$ cat config.mk
export PLATFORM = sky130hd
export DESIGN_NAME = seq_divider4_flat
export DESIGN_NICKNAME = d
export VERILOG_FILES = /design/src/rtl/seq_divider4_if.sv /design/src/rtl/seq_divider4.sv /design/src/flat_wrapper.sv
export SDC_FILE = /design/constraint.sdc
export NUM_CORES = 1
export LEC_CHECK = 0
export ABC_AREA = 1
export CAP_MARGIN = 40
export CORE_MARGIN = 2
export CORE_UTILIZATION = 30
export CTS_CLUSTER_SIZE = 24
export DETAILED_ROUTE_END_ITERATION = 7
export HOLD_SLACK_MARGIN = 0.1
export PLACE_DENSITY = 0.55
export SLEW_MARGIN = 15
export SYNTH_ARGS = -nofsm -noshare
export SYNTH_HDL_FRONTEND = slang
export SYNTH_SLANG_ARGS = --single-unit
$ cat constraint.sdc
create_clock -name clock -period 2.35 [get_ports clock]
set_clock_uncertainty 0.2 [all_clocks]
set_input_delay 0.47 -clock clock [delete_from_list [all_inputs] [get_ports clock]]
set_output_delay 0.47 -clock clock [all_outputs]
set_load 0.005 [all_outputs]
$ cat src/rtl/seq_divider4_if.sv
// rtl/seq_divider4_if.sv - start/operand/result bundle for the sequential divider
interface seq_divider4_if #(
  parameter int W = 4
);
  logic         start;
  logic [W-1:0] x;
  logic [W-1:0] y;
  logic [W-1:0] q;
  logic [W-1:0] r;
  logic         busy;
  logic         done;
  logic         div_zero;

  modport master (
    output start, x, y,
    input  q, r, busy, done, div_zero
  );

  modport slave (
    input  start, x, y,
    output q, r, busy, done, div_zero
  );
endinterface

$ cat src/rtl/seq_divider4.sv
// rtl/seq_divider4.sv - unsigned restoring divider, one quotient bit per clock
module seq_divider4 #(
  parameter int W = 4
) (
  input  logic           clock,
  input  logic           reset,
  seq_divider4_if.slave  bus
);

  localparam int CW = $clog2(W + 1);

  typedef enum logic [1:0] {IDLE, RUN, DONE} state_t;

  state_t         state, state_n;
  logic [W:0]     a, a_n;          // partial remainder, one guard bit
  logic [W-1:0]   qr, qr_n;        // dividend shifting out / quotient shifting in
  logic [W-1:0]   b, b_n;          // captured divisor
  logic [CW-1:0]  count, count_n;
  logic [W-1:0]   q_reg, q_n;
  logic [W-1:0]   r_reg, r_n;
  logic           dz, dz_n;

  logic [W:0]     a_sh;
  logic [W:0]     t;

  // State and datapath registers; reset discards any in-flight division
  always_ff @(posedge clock) begin
    if (reset) begin
      state <= IDLE;
      a     <= '0;
      qr    <= '0;
      b     <= '0;
      count <= '0;
      q_reg <= '0;
      r_reg <= '0;
      dz    <= 1'b0;
    end else begin
      state <= state_n;
      a     <= a_n;
      qr    <= qr_n;
      b     <= b_n;
      count <= count_n;
      q_reg <= q_n;
      r_reg <= r_n;
      dz    <= dz_n;
    end
  end

  // Next state and shift-subtract step; results load only when a division ends
  always_comb begin
    state_n = state;
    a_n     = a;
    qr_n    = qr;
    b_n     = b;
    count_n = count;
    q_n     = q_reg;
    r_n     = r_reg;
    dz_n    = dz;
    a_sh    = {a[W-1:0], qr[W-1]};
    t       = a_sh - {1'b0, b};

    case (state)
      IDLE: begin
        if (bus.start) begin
          if (bus.y != '0) begin
            a_n     = '0;
            qr_n    = bus.x;
            b_n     = bus.y;
            count_n = '0;
            dz_n    = 1'b0;
            state_n = RUN;
          end else begin
            // Divide by zero answers immediately without iterating
            q_n     = '1;
            r_n     = bus.x;
            dz_n    = 1'b1;
            state_n = DONE;
          end
        end
      end
      RUN: begin
        if (!t[W]) begin
          a_n  = t;
          qr_n = {qr[W-2:0], 1'b1};
        end else begin
          a_n  = a_sh;
          qr_n = {qr[W-2:0], 1'b0};
        end
        count_n = count + 1'b1;
        if (count == CW'(W - 1)) begin
          q_n     = qr_n;
          r_n     = a_n[W-1:0];
          state_n = DONE;
        end
      end
      DONE: begin
        state_n = IDLE;
      end
      default: begin
        state_n = IDLE;
      end
    endcase
  end

  assign bus.q        = q_reg;
  assign bus.r        = r_reg;
  assign bus.div_zero = dz;
  assign bus.busy     = (state != IDLE);
  assign bus.done     = (state == DONE);

endmodule

$ cat src/flat_wrapper.sv
// flat-port wrapper written by rule: the top's interface ports become plain ports
module seq_divider4_flat 
#(
  parameter int W = 4
)
  (clock, reset, bus_start, bus_x, bus_y, bus_q, bus_r, bus_busy, bus_done, bus_div_zero);
  seq_divider4_if #(.W(W)) bus_i ();
  input  logic clock;
  input  logic reset;
  input wire logic [$bits(bus_i.start)-1:0] bus_start;
  input wire logic [$bits(bus_i.x)-1:0] bus_x;
  input wire logic [$bits(bus_i.y)-1:0] bus_y;
  output wire logic [$bits(bus_i.q)-1:0] bus_q;
  output wire logic [$bits(bus_i.r)-1:0] bus_r;
  output wire logic [$bits(bus_i.busy)-1:0] bus_busy;
  output wire logic [$bits(bus_i.done)-1:0] bus_done;
  output wire logic [$bits(bus_i.div_zero)-1:0] bus_div_zero;
  assign bus_i.start = bus_start;
  assign bus_i.x = bus_x;
  assign bus_i.y = bus_y;
  assign bus_q = bus_i.q;
  assign bus_r = bus_i.r;
  assign bus_busy = bus_i.busy;
  assign bus_done = bus_i.done;
  assign bus_div_zero = bus_i.div_zero;
  seq_divider4 #(.W(W)) u_core (.clock(clock), .reset(reset), .bus(bus_i));
endmodule
==> reports/metrics.cfg <==
[hold_path]
holdPathEnd = u_core.count[0]
holdCritPathClass = register to register
min_from = u_core.count[0]
holdPathStages = 1

[global_route]
grt-ovfl-total = 0
first_global_vias = 1204
grt_pass1_wl_microns = 5440
grt_usage_pct = 13.3
antenna_found_initial = 0
grt_max_degree = 19

[power_and_ir_drop]
p_leak_nw = 0.795
ir_drop_uv = 264
power.density_nw_per_um2 = 663

[detailed_routing]
via_per_inst = 4.61
drtIter0Drc = 41
wl_per_cell_microns = 11.4
drt-total-wl_microns = 3120
drc = 0
ant_nets = 0
dr.pass1.iters = 4
routed-via-count = 1264

[die]
num_rows = 24
core_sq_um = 4380
die_area_sq_um = 5150
start_util_pct = 31.4
die_w_microns = 71.8
ios = 22
die_y_microns = 71.8

[setup_path]
timing.rr.end = u_core.a[2]
arrival_ps = 1450
critPathCaptureType = output port
worst_setup_path_start_kind = register
r2r_setup_slack_ps = 280
regToRegStartpoint = u_core.qr[3]
crit_type = register to output port
rr_worst_depth = 12
crit_required_ps = 1680
worst-path-max-fanout = 3

[synthesis]
synth.distinct_cells = 26
yosysTopAreaCell = dfxtp_1
synth_top_area_share_pct = 37.8
netlist_area_sq_um = 1380
ys_seq_area_share_pct = 37.8
avgSynthCellArea_sq_um = 6.89
ys_seq_elements = 26
yosysWarnings = 0
synth_cells = 200
synth_nets = 218
synth.area.top_cells = dfxtp_1, nand3_1, nand2_1

[cts]
post_cts_buffers = 0
clk_pin_slew_ps = 90
post_cts_resized = 0
htreeDepth = 1
cts.sinks = 26
clockBufferDepth = 2
clk_latency_ps = 270
cts_hold_buf = 0
cts_tree = built
cts_buffers = 3
cts-root-buf = clkbuf_8

[final_layout]
n_antenna_cell = 0
drive_gt1_share_pct = 9.46
syn_to_final_growth_pct = 23.1
final_net_count = 241
final_common_cell = nand3_1
layout_common_cells = nand3_1, nand2_1, nor2_1

[timing]
slew_headroom_pct = 69.0
finalMaxSlewViolations = 0
fin_tns_setup_ps = 0
finalHoldViolCount = 0
rsz0062_at_grt = false
tightest_slew_ps = 464
min_period_ps = 2120
max_freq_ghz = 0.473
setup_ws_ps = 234
whs_ps = 268
setup_violations = 0
post-route-period-util_pct = 90.0

[placement]
place_worst_setup_slack_ps = 243
io_buffers = 21
gp_congestion = 0.751
dpl.hpwl_microns = 2320

[run_status]
status = completed

[job]
maxCapViolations = 0

[cell usage after synthesis]
cell type and count:
inv_2 7, dfxtp_1 26, inv_1 26, o22ai_1 1, nand3_1 32, a21oi_1 9
nor2_1 29, a31oi_1 3, nand3_2 1, nand2_2 4, nand2_1 31, clkinv_1 1
buf_4 1, inv_4 1, fa_1 1, o21ai_0 7, nor2_8 1, buf_2 1
nor3_1 1, nor2_2 1, and2_1 1, clkbuf_1 2, nand2_4 1, ha_1 6
xnor2_1 1, o21ai_1 5
[area by class of cell]
| class | instances | area (sq um) |
|---|---|---|
| clock buffers | 4 | 55.1 |
| fillers | 471 | 2690 |
| inverters | 35 | 134 |
| multi-input cells | 135 | 703 |
| flip-flops and latches | 26 | 520 |
| well taps | 52 | 65.1 |
| repair buffers | 22 | 218 |
[worst max path at each step]
stage | slack (ps) | cells past startpoint | endpoint | startpoint
detailed placement | 240 | 7 | u_core.count[2] | bus_y[1]
global placement | 220 | 7 | u_core.count[2] | bus_y[1]
floorplan | 500 | 11 | u_core.a[3] | u_core.qr[3]
finish | 230 | 3 | bus_done | u_core.state[1]
CTS | 210 | 3 | bus_done | u_core.state[1]
global route | 70 | 12 | u_core.bus.r[1] | u_core.qr[3]
[layer usage]
layer,up-vias,track usage [%],part of all wire (%)
li1,682,-,-
met1,560,17.8,50
met2,18,21.6,45
met3,4,2.25,3.7
met4,0,4.40,1.3
met5,-,0,0
[critical path, stage by stage, from the launching register on]
cell and delay (ps):
dfxtp_1 470, inv_1 110, nor2_1 100, clkdlybuf4s50_1 500
[through the flow]
stage	util (%)	instances	instance area (sq um)	total power, mW
finish	38.7	274	1700	1.12
global route	38.7	274	1700	1.21
CTS	38.7	274	1700	1.15
detailed placement	37.4	270	1640	0.843
global placement	37.4	270	1640	0.843
floorplan	-	200	1380	0.733
[power breakdown]
part | leakage (nW) | total [mW] | internal (mW) | switching [mW]
Combinational | 0.553 | 0.323 | 0.135 | 0.188
Sequential | 0.213 | 0.509 | 0.482 | 0.0271
Clock | 0.0288 | 0.293 | 0.150 | 0.143
[cell families after synthesis]
family,count (synthesis),synth area share [%]
and+or+nand+nor,102,34.1
buffers and inverters,39,11.2
DFF,26,37.8
AOI/OAI and AO/OA,25,9.45
adders and majority gates,7,6.90
xor gates and xnor gates,1,0.636
No activity file was read; power rests on OpenSTA's default activity.
